<file path="src/rtl/fifo_rd_stream_pkg.sv">
// Shared types for the FIFO read-side drain stage: occupancy states and buffer depth.
package fifo_rd_stream_pkg;
  localparam int BUF_DEPTH = 2;

  typedef enum logic [1:0] {
    S_EMPTY = 2'd0,
    S_ONE   = 2'd1,
    S_TWO   = 2'd2
  } occ_state_t;
endpackage

</file>
<file path="src/rtl/fifo_rd_stream_if.sv">
// FIFO read port plus outgoing valid/ready stream; master side is the drain stage.
interface fifo_rd_stream_if #(parameter int DATA_WIDTH = 8);
  logic                  fifo_empty;
  logic                  fifo_r_en;
  logic [DATA_WIDTH-1:0] fifo_rdata;
  logic                  m_valid;
  logic                  m_ready;
  logic [DATA_WIDTH-1:0] m_data;

  modport master (
    input  fifo_empty, fifo_rdata, m_ready,
    output fifo_r_en, m_valid, m_data
  );

  modport slave (
    output fifo_empty, fifo_rdata, m_ready,
    input  fifo_r_en, m_valid, m_data
  );
endinterface

</file>
<file path="src/rtl/fifo_rd_stream.sv">
// Read-side drain stage: pulls words from the async FIFO into a 2-entry skid buffer
// and streams them out. Optional delivered-word counter under FIFO_RD_STREAM_STATS_EN.
module fifo_rd_stream
  import fifo_rd_stream_pkg::*;
#(
  parameter int DATA_WIDTH = 8,
  parameter int CNT_WIDTH  = 16
) (
  input  logic                 r_clk,
  input  logic                 rrst_n,
  fifo_rd_stream_if.master     io
`ifdef FIFO_RD_STREAM_STATS_EN
  ,
  output logic [CNT_WIDTH-1:0] word_cnt
`endif
);

  if (CNT_WIDTH < 1 || DATA_WIDTH < 1) begin : g_bad_param
    $error("fifo_rd_stream: widths must be >= 1");
  end

  occ_state_t                            state_q, state_d;
  logic                                  inflight_q;
  logic                                  head_q, tail_q;
  logic [BUF_DEPTH-1:0][DATA_WIDTH-1:0]  buf_q;
  logic                                  push, pop;
  logic [1:0]                            occ_cnt;
  logic [2:0]                            level;

  assign occ_cnt = state_q;
  assign pop     = io.m_valid & io.m_ready;
  assign push    = inflight_q;

  // Entries committed after this cycle, counting the word already in flight;
  // pop is folded in so a draining buffer keeps reading every cycle.
  assign level        = {1'b0, occ_cnt} + {2'b0, inflight_q} - {2'b0, pop};
  assign io.fifo_r_en = rrst_n & ~io.fifo_empty & (level < 3'd2);

  assign io.m_valid = (state_q != S_EMPTY);
  assign io.m_data  = buf_q[head_q];

  always_comb begin
    state_d = state_q;
    unique case (state_q)
      S_EMPTY: if (push && !pop) state_d = S_ONE;
      S_ONE: begin
        if (push && !pop)      state_d = S_TWO;
        else if (pop && !push) state_d = S_EMPTY;
      end
      S_TWO:   if (pop && !push) state_d = S_ONE;
      default: state_d = S_EMPTY;
    endcase
  end

  always_ff @(posedge r_clk or negedge rrst_n) begin
    if (!rrst_n) state_q <= S_EMPTY;
    else         state_q <= state_d;
  end

  always_ff @(posedge r_clk or negedge rrst_n) begin
    if (!rrst_n) begin
      inflight_q <= 1'b0;
      head_q     <= 1'b0;
      tail_q     <= 1'b0;
      buf_q      <= '0;
    end else begin
      inflight_q <= io.fifo_r_en;
      if (push) begin
        buf_q[tail_q] <= io.fifo_rdata;
        tail_q        <= ~tail_q;
      end
      if (pop) head_q <= ~head_q;
    end
  end

`ifdef FIFO_RD_STREAM_STATS_EN
  logic [CNT_WIDTH-1:0] word_cnt_q;

  always_ff @(posedge r_clk or negedge rrst_n) begin
    if (!rrst_n)  word_cnt_q <= '0;
    else if (pop) word_cnt_q <= word_cnt_q + 1'b1;
  end

  assign word_cnt = word_cnt_q;
`endif

  a_no_overflow: assert property (@(posedge r_clk) disable iff (!rrst_n)
    !(push && !pop && state_q == S_TWO))
    else $error("fifo_rd_stream: push into full buffer");

endmodule

</file>
<file path="src/flat_wrapper.sv">
// flat-port wrapper written by rule: the top's interface ports become plain ports
module fifo_rd_stream_flat import fifo_rd_stream_pkg::*;
#(
  parameter int DATA_WIDTH = 8,
  parameter int CNT_WIDTH  = 16
)
  (r_clk, rrst_n, io_fifo_empty, io_fifo_rdata, io_m_ready, io_fifo_r_en, io_m_valid, io_m_data);
  fifo_rd_stream_if #(.DATA_WIDTH(DATA_WIDTH)) io_i ();
  input  logic r_clk;
  input  logic rrst_n;
  input wire logic [$bits(io_i.fifo_empty)-1:0] io_fifo_empty;
  input wire logic [$bits(io_i.fifo_rdata)-1:0] io_fifo_rdata;
  input wire logic [$bits(io_i.m_ready)-1:0] io_m_ready;
  output wire logic [$bits(io_i.fifo_r_en)-1:0] io_fifo_r_en;
  output wire logic [$bits(io_i.m_valid)-1:0] io_m_valid;
  output wire logic [$bits(io_i.m_data)-1:0] io_m_data;
  assign io_i.fifo_empty = io_fifo_empty;
  assign io_i.fifo_rdata = io_fifo_rdata;
  assign io_i.m_ready = io_m_ready;
  assign io_fifo_r_en = io_i.fifo_r_en;
  assign io_m_valid = io_i.m_valid;
  assign io_m_data = io_i.m_data;
  fifo_rd_stream #(.DATA_WIDTH(DATA_WIDTH), .CNT_WIDTH(CNT_WIDTH)) u_core (.r_clk(r_clk), .rrst_n(rrst_n), .io(io_i));
endmodule
</file>
<file path="config.mk">
export PLATFORM = sky130hd
export DESIGN_NAME = fifo_rd_stream_flat
export DESIGN_NICKNAME = d
export VERILOG_FILES = /design/src/rtl/fifo_rd_stream_pkg.sv /design/src/rtl/fifo_rd_stream_if.sv /design/src/rtl/fifo_rd_stream.sv /design/src/flat_wrapper.sv
export SDC_FILE = /design/constraint.sdc
export NUM_CORES = 1
export LEC_CHECK = 0
export BUFFER_PORTS_ARGS = -buffer_cell sky130_fd_sc_hd__buf_2
export CAP_MARGIN = 20
export CORE_MARGIN = 8
export CORE_UTILIZATION = 40
export CTS_CLUSTER_SIZE = 10
export DETAILED_ROUTE_END_ITERATION = 16
export GPL_TIMING_DRIVEN = 0
export PLACE_DENSITY = 0.68
export SKIP_LAST_GASP = 1
export SLEW_MARGIN = 20
export SYNTH_ARGS = -nofsm -noshare
export SYNTH_HDL_FRONTEND = slang
export SYNTH_SLANG_ARGS = --single-unit
</file>
<file path="constraint.sdc">
create_clock -name r_clk -period 2 [get_ports r_clk]
set_input_delay 0.3 -clock r_clk [delete_from_list [all_inputs] [get_ports r_clk]]
set_output_delay 0.3 -clock r_clk [all_outputs]
set_load 0.05 [all_outputs]
</file>
==> Word-level counts from Yosys, hierarchy flattened <==
Cells that the tools add are included.
{ "classes": {"addsub": 2, "bitwise_logic": 6, "magnitude_cmp": 4, "reduce_logical": 8, "mux": 10, "eq_ne": 5} }
{ "op_table": {"columns": ["operator", "n"], "rows": [
  ["2-to-1 mux 8 bit", 3],
  ["bitwise mux 16 bit", 1],
  ["demux 8 bit (select 1 bit)", 1],
  ["2-to-1 mux 2 bit", 4],
  ["case mux 2 bit (3 select lines)", 1],
  ["< comparator 1 x 2 -> 1 bit (second input constant)", 2],
  ["!= test 2 x 1 -> 1 bit (second input constant)", 2],
  ["adder 2 x 1 -> 3 bit", 1],
  ["AND 1 bit", 3],
  ["logical AND 1 bit", 3],
  ["< comparator 3 x 2 -> 1 bit (second input constant)", 1],
  ["!= test 3 x 1 -> 1 bit (second input constant)", 1],
  ["NOT 1 bit", 3],
  ["AND reduction 3 bit", 1],
  ["subtractor 3 x 1 -> 3 bit", 1],
  ["equality test 2 x 1 -> 1 bit (second input constant)", 1],
  ["equality test 2 bit (second input constant)", 1],
  ["zero test 1 bit", 2],
  ["zero test 2 bit", 1],
  ["nonzero test 2 bit", 1],
  [">= comparator 1 bit (second input constant)", 1]
]} }
{ "word_totals": {"out_inout_bits": 10, "input_bits": 12, "ff_bits": 21} }

==> Longest topological paths before layout <==
Gate-level depths: netlist (run 1).
{ "logic_depth": {"ltp_word": 6, "mapped_depth": 7, "mapped_depth_nobuf": 7} }

==> Least setup slack after synthesis (run 1) <==
OpenSTA, ideal clock, no wires.
{ "synth_path": {"path_kind": "register -> output", "startpoint": "register u_core.state_q[1] (netlist: u_core.occ_cnt[1])", "endpoint": "output port io_fifo_r_en", "arrival_time_ps": 3117, "slack_ps": -1417, "n_path_buf": 0, "t_required_ps": 1700, "path_stages_with_launch": 8, "cell_sequence": "dfrtp_1 or2_1 nand2_1 ha_1 nand2b_1 fa_1 xor2_1 nor3_1"} }
{ "synth_via": {"elab_chain_len": 5, "elab_cells_between_ends": 6, "classes_between": "2 x add/sub; 1 x order compare; 2 x bitwise; 1 x reduce/logical"} }
{ "synth_rtl": {"columns": ["element", "line_no", "source"], "rows": [
  ["start: declaration", "fifo_rd_stream.sv:22", "occ_state_t state_q, state_d;"],
  ["start signal: assignment", "fifo_rd_stream.sv:57", "else state_q <= state_d;"],
  ["nonzero test 2 bit", "fifo_rd_stream.sv:39", "assign io.m_valid = (state_q != S_EMPTY);"],
  ["named net io_m_valid", "flat_wrapper.sv:15", "output wire logic [$bits(io_i.m_valid)-1:0] io_m_valid;"],
  ["AND 1 bit", "fifo_rd_stream.sv:31", "assign pop = io.m_valid & io.m_ready;"],
  ["subtractor 3 x 1 -> 3 bit", "fifo_rd_stream.sv:36", "assign level = {1'b0, occ_cnt} + {2'b0, inflight_q} - {2'b0, pop};"],
  ["< comparator 3 x 2 -> 1 bit", "fifo_rd_stream.sv:37", "assign io.fifo_r_en = rrst_n & ~io.fifo_empty & (level < 3'd2);"],
  ["AND 1 bit", "fifo_rd_stream.sv:37", null],
  ["end: declaration", "flat_wrapper.sv:14", "output wire logic [$bits(io_i.fifo_r_en)-1:0] io_fifo_r_en;"]
]} }
The timed path passes the listed nets, and every way through them passes these cells.

==> Worst setup path after layout (run 1) <==
{ "layout_path": {"startpoint": "register u_core.state_q[0] (netlist: u_core.occ_cnt[0])", "endpoint": "output port io_fifo_r_en"} }
{ "layout_via": {"elab_chain_len": 5, "elab_cells_between_ends": 6, "classes_between": "2 x add/sub; 1 x order compare; 2 x bitwise; 1 x reduce/logical"} }
{ "layout_rtl": {"columns": ["element", "line_no"], "rows": [
  ["branches (longest 2 deep; another with adder 2 x 1 -> 3 bit)", null],
  ["subtractor 3 x 1 -> 3 bit *", "fifo_rd_stream.sv:36"],
  ["< comparator 3 x 2 -> 1 bit *", "fifo_rd_stream.sv:37"],
  ["AND 1 bit *", "fifo_rd_stream.sv:37"]
]} }
Every way passes the cells marked *.

==> results of run 1 <==
==> cells in the mapped netlist, drive strengths merged <==
cell type,count,area share (%)
mux2,24,30
dfrtp,21,52
nand2,4,1.7
nand2b,3,1.9
nor2b,3,2.6
buf,2,1.6
o22ai,2,1.2
xor2,2,1.7
a21oi,1,0.50
and2,1,0.62
and2b,1,0.75
fa,1,2.0
ha,1,1.2
nor3,1,0.50
or2,1,0.62
xnor2,1,0.87
==> critical path: stages, from the launching register on <==
cell and delay [ps]:
dfrtp_2 430, or2_4 270, nand2_4 80, ha_4 190
nand2b_4 140, fa_2 360, xor2_2 160, nor3_4 200
buf_6 180
==> kinds of logic after synthesis <==
group	Yosys count	synth area share [%]
AOI/OAI and AO/OA	3	1.74
xor gates and xnor gates	3	2.61
adders and majority gates	2	3.23
buffers and inverters	2	1.62
DFF	21	52.2
muxes	24	29.9
and+or+nand+nor	14	8.71
==> through the flow <==
| step | std cells | utilization [%] | hold slack (ps) | instance area (µm²) | TNS, ps |
|---|---|---|---|---|---|
| 5_1_grt | 127 | 51.7 | 107 | 1260 | -726 |
| 4_1_cts | 127 | 52.0 | 164 | 1260 | -642 |
| 3_5_place_dp | 120 | 49.5 | 297 | 1200 | -474 |
| 2_1_floorplan | 69 | - | 4.41 | 1060 | -888 |
| 6_report | 127 | 51.7 | 81.5 | 1260 | -619 |
| 3_3_place_gp | 120 | 49.5 | 290 | 1200 | -437 |
==> final timing paths <==
kind / depth (start not counted) / to / slack (ps) / from
worst max-delay path: 8 / io_fifo_r_en / -620 / u_core.occ_cnt[0]
worst min-delay path: 2 / u_core.buf_q[13] / 80 / rrst_n
worst max register to register: 7 / u_core.inflight_q / 90 / u_core.occ_cnt[0]
worst min register to register: 1 / u_core.buf_q[2] / 520 / u_core.buf_q[2]
max in group asynchronous: 2 / u_core.occ_cnt[1] / 1570 / rrst_n
min in group r_clk: 2 / u_core.inflight_q / 170 / io_fifo_empty
==> placed cells by master, fill, tap and decap left out, drive strengths merged <==
master,instances
nor3,1
ha,1
fa,1
xnor2,1
and2b,1
clkinv,1
dfrtp,21
nand2,4
nor2b,3
and2,1
a21oi,1
buf,26
or2,1
xor2,2
mux2,24
clkbuf,3
o22ai,2
nand2b,3
==> flip-flops by register name, indices dropped and copies added, names as in the netlist <==
name	cells
u_core.tail_q	1
u_core.head_q	1
u_core.buf_q	16
u_core.occ_cnt	2
u_core.inflight_q	1
==> routing by layer <==
layer | wire length (µm) | GRT usage [%] | share of wire (%) | up-vias
met3 | 135 | 2.88 | 6.9 | 2
li1 | - | - | - | 295
met4 | 11 | 4.80 | 0.56 | 0
met1 | 852 | 11.9 | 43 | 315
met2 | 970 | 15.0 | 49 | 14
met5 | 0 | 0 | 0 | -
==> layout make-up <==
type / instances / area, µm²
sequential: 21 / 528
timing repair buffer: 24 / 131
clock buffer: 3 / 22.5
multi-input combinational: 46 / 518
tap: 30 / 37.5
clock inverter: 1 / 5.00
fill: 226 / 1170
buffer: 2 / 16.3
==> what timing repair did <==
action | CTS | global route
resized for setup | 3 | 0
buffers inserted | 2 | 0
hold buffers | 1 | 0
pin swaps | 0 | 0
setup endpoints to repair | 2 | 1
hold endpoints to repair | 21 | 0
==> impl_metrics.csv, run 1 <==
group,metric,value,unit
placement,dp_hpwl,1370,µm
global_routing,track_usage,9.69,%
yosys,syn_area,0.00101,mm²
timing,max_freq,382,MHz
global_routing,grt_pass1_wl,3230,µm
job,maxCapViolations,0,
placement,io_buffers,21,
layout,antenna_cells,0,
floorplanning,core-area,0.00243,mm²
timing,timing.final.crit_share,131,%
cts,path_clk_slew,120,ps
detailed_routing,via_per_inst,4.93,
detailed_routing,wire_per_inst,15.5,µm
timing,setup_viol,1,
critical_path,worstSetupEndpointType,"output pin",
detailed_routing,drt-pass1-iter-count,3,
timing,fin_crit,2620,ps
cts,numCtsBuffers,3,
global_routing,grt_start_max_net_pins,22,
floorplanning,row_count,18,
critical_path,cp.arrival,2320,ps
yosys,yosysWarnings,0,
yosys,avgSynthCellArea,14.6,µm²
floorplanning,die_x,66.2,µm
detailed_routing,initialDrtViolationCount,9,
detailed_routing,drtAntennaViolNets,0,
yosys,netlist_instances,69,
hold_path,hold_path.class,"in -> async",
detailed_routing,num_vias,626,
layout,nets,112,
floorplanning,die_area,0.00438,mm²
detailed_routing,routed_wl,1970,µm
timing,timing.final.ws_setup,-619,ps
critical_path,cp-start-kind,"flip-flop",
timing,slew_violations,0,
yosys,ys_ff_latch,21,
cts,cts.sinks,21,
timing,max_slew_margin,67.8,%
floorplanning,start_util,41.4,%
yosys,yosysSeqAreaShare,52.2,%
yosys,synth_fp_nets,83,
layout,syn2layout_area_growth,25.1,%
layout,layout-drive-gt1-share,68.0,%
critical_path,crit_required,1700,ps
global_routing,grt_overflow_total,0,
yosys,synth_cell_types,20,
placement,gp_congestion,0.673,
critical_path,worstSetupPathType,"reg -> out",
placement,preCtsSetupSlack,-474,ps
floorplanning,io_pins,22,
timing,fin_worst_skew,6.02,ps
run_status,failed_checks,"setup timing",
global_routing,antenna_found_initial,0,
critical_path,cp_max_fo,3,
cts,clock_latency,300,ps
cts,root_buffer,"clkbuf_4",
run_status,status,"complete, but fails checks",
timing,tightest_slew,482,ps
cts,cts_max_level,1,
global_routing,grt_pass1_vias,662,
timing,finalHoldViolCount,0,
cts,cts_tree,"done",
cts,cts.path.max_buffers,2,
floorplanning,dieHeight,66.2,µm
detailed_routing,drc,0,
timing,rsz0062_at_grt,"yes",
Power of run 1 is left out: the tool's default activity adds up to more than one toggle a clock period on the data nets, which glitch-free logic cannot reach.
==> run 2, diff against run 1 <==
Settings changed: PLACE_DENSITY 0.68 to 0.66.
Clock period 2 ns to 3.2 ns, I/O delays scaled along.
==> run 2 against run 1 <==
Net effect: the flow now finishes without violations; cell count down 2.4%; via count down 0.32%; clock skew increased by 7.1 ps; sequential share of layout area rose by 2.5 points; setup slack gained 810 ps; count of clock-buffer cells in the layout is the same; first-iteration DRC count decreased by 89%; cell area fell by 6.2%; highest routed layer unchanged.
==> impl_metrics.csv, run 2 (synthesized netlist as in run 1, its figures left out) <==
group,metric,value,unit
run_status,status,"finished, final reports clean",
layout,top_register,"u_core.buf_q",
critical_path,cp.arrival,2530,ps
timing,hold_ws,102,ps
placement,preCtsSetupSlack,501,ps
critical_path,cp_max_fo,6,
global_routing,grt_pass1_wl,3100,µm
floorplanning,die_x,66.2,µm
layout,regArea,526,µm²
timing,max_slew_margin,68.6,%
floorplanning,die_area,0.00438,mm²
detailed_routing,drtAntennaViolNets,0,
placement,io_buffers,21,
cts,hold_buffers,0,
cts,post_cts_buffers,0,
layout,layout-drive-gt1-share,57.4,%
floorplanning,start_util,41.4,%
job,maxCapViolations,0,
hold_path,hold_path.class,"in -> async",
timing,timing.final.crit_share,94.0,%
critical_path,crit_chain,"or2_1, nand2_1, ha_1, nand2b_1, fa_1, xor2_1, nor3_2, buf_2",
layout,fill_cells,236,
timing,fin_crit,3010,ps
detailed_routing,wire_per_inst,14.7,µm
layout,most-common-layout-cells,"22 x buf_2, 21 x dfrtp_1, 16 x mux2_2",
layout,final_common_cell,"buf_2",
floorplanning,core-area,0.00243,mm²
timing,timing.final.ws_setup,193,ps
layout,syn2layout_area_growth,17.4,%
critical_path,path_buf_inv,1,
layout,largest_register_ff_count,16,
critical_path,r2r-start,"u_core.occ_cnt[1]",
cts,clock_latency,310,ps
critical_path,critPathMaxStageDelay,470,ps
critical_path,worstSetupEndpointType,"output pin",
cts,cts.sinks,21,
critical_path,cp-start-kind,"flip-flop",
detailed_routing,drt-pass1-iter-count,2,
floorplanning,row_count,18,
cts,numCtsBuffers,3,
timing,setup_viol,0,
detailed_routing,drc,0,
critical_path,r2r-end,"u_core.inflight_q",
detailed_routing,via_per_inst,5.03,
critical_path,crit_required,2720,ps
critical_path,cp_slowest_cell,"dfrtp_1",
cts,cts_tree,"done",
cts,root_buffer,"clkbuf_4",
global_routing,grt_overflow_total,0,
global_routing,track_usage,9.25,%
critical_path,rr_worst_depth,7,
detailed_routing,num_vias,624,
placement,gp_congestion,0.668,
floorplanning,dieHeight,66.2,µm
detailed_routing,routed_wl,1830,µm
global_routing,antenna_found_initial,0,
timing,fin_worst_skew,13.1,ps
timing,slew_violations,0,
critical_path,critical_path.top_delay_family,"simple AND/OR/NAND/NOR gates",
cts,cts_max_level,1,
critical_path,r2r_slack,1180,ps
timing,tns,0,ps
critical_path,worstSetupPathType,"reg -> out",
layout,fin_util,48.6,%
floorplanning,io_pins,22,
global_routing,grt_pass1_vias,668,
placement,dp_hpwl,1350,µm
timing,tightest_slew,472,ps
cts,cts.path.max_buffers,2,
global_routing,grt_start_max_net_pins,23,
timing,max_freq,333,MHz
layout,nets,109,
layout,antenna_cells,0,
detailed_routing,initialDrtViolationCount,1,
timing,finalHoldViolCount,0,
timing,rsz0062_at_grt,"no",
cts,path_clk_slew,120,ps
layout,multiInputGateArea,469,µm²
cts,cts_resized,0,
==> run 2: changes by cell type in the layout (fill, tap and decap cells not counted), moves of 2 or more <==
| cell | delta |
|---|---|
| dfrtp_1 | +2 |
| nand2_1 | +2 |
| buf_4 | -2 |
| dfrtp_2 | -2 |
==> run 2: area by class of cell <==
class / count / share of cell area, %
clock inverter: 1 / 0.424
sequential: 21 / 44.5
timing repair buffer: 21 / 8.90
tap: 30 / 3.18
multi-input combinational: 46 / 39.7
clock buffer: 3 / 1.91
buffer: 2 / 1.38
==> run 2: worst register-to-register path, delay by kind of cell, from the launching register on <==
family	cells	cell delay, ps
xor gates and xnor gates	1	160
DFF	1	470
adders and majority gates	2	600
and+or+nand+nor	4	710
==> run 2: how the worst max path moves through the flow <==
stage          cells past startpoint  slack, ps           end         startpoint
3_5_place_dp                       8        500  io_fifo_r_en  u_core.occ_cnt[1]
3_3_place_gp                       8        540  io_fifo_r_en  u_core.occ_cnt[1]
6_report                           8        190  io_fifo_r_en  u_core.occ_cnt[1]
2_1_floorplan                      7         40  io_fifo_r_en  u_core.occ_cnt[1]
5_1_grt                            8         20  io_fifo_r_en  u_core.occ_cnt[1]
4_1_cts                            8        150  io_fifo_r_en  u_core.occ_cnt[1]
==> run 2: layer usage <==
layer | global-route usage (%) | part of all wire (%)
met1 | 10.3 | 41
met2 | 15.3 | 50
met3 | 4.58 | 7.8
met4 | 2.40 | 0.82
met5 | 0 | 0
==> run 2: stage by stage <==
stage                     instance area (µm²)  cells
after global routing                     1180    124
after detailed placement                 1150    120
after floorplan                          1010     69
after global placement                   1150    120
after CTS                                1180    124
final                                    1180    124
Power of run 2 is left out for the same reason.
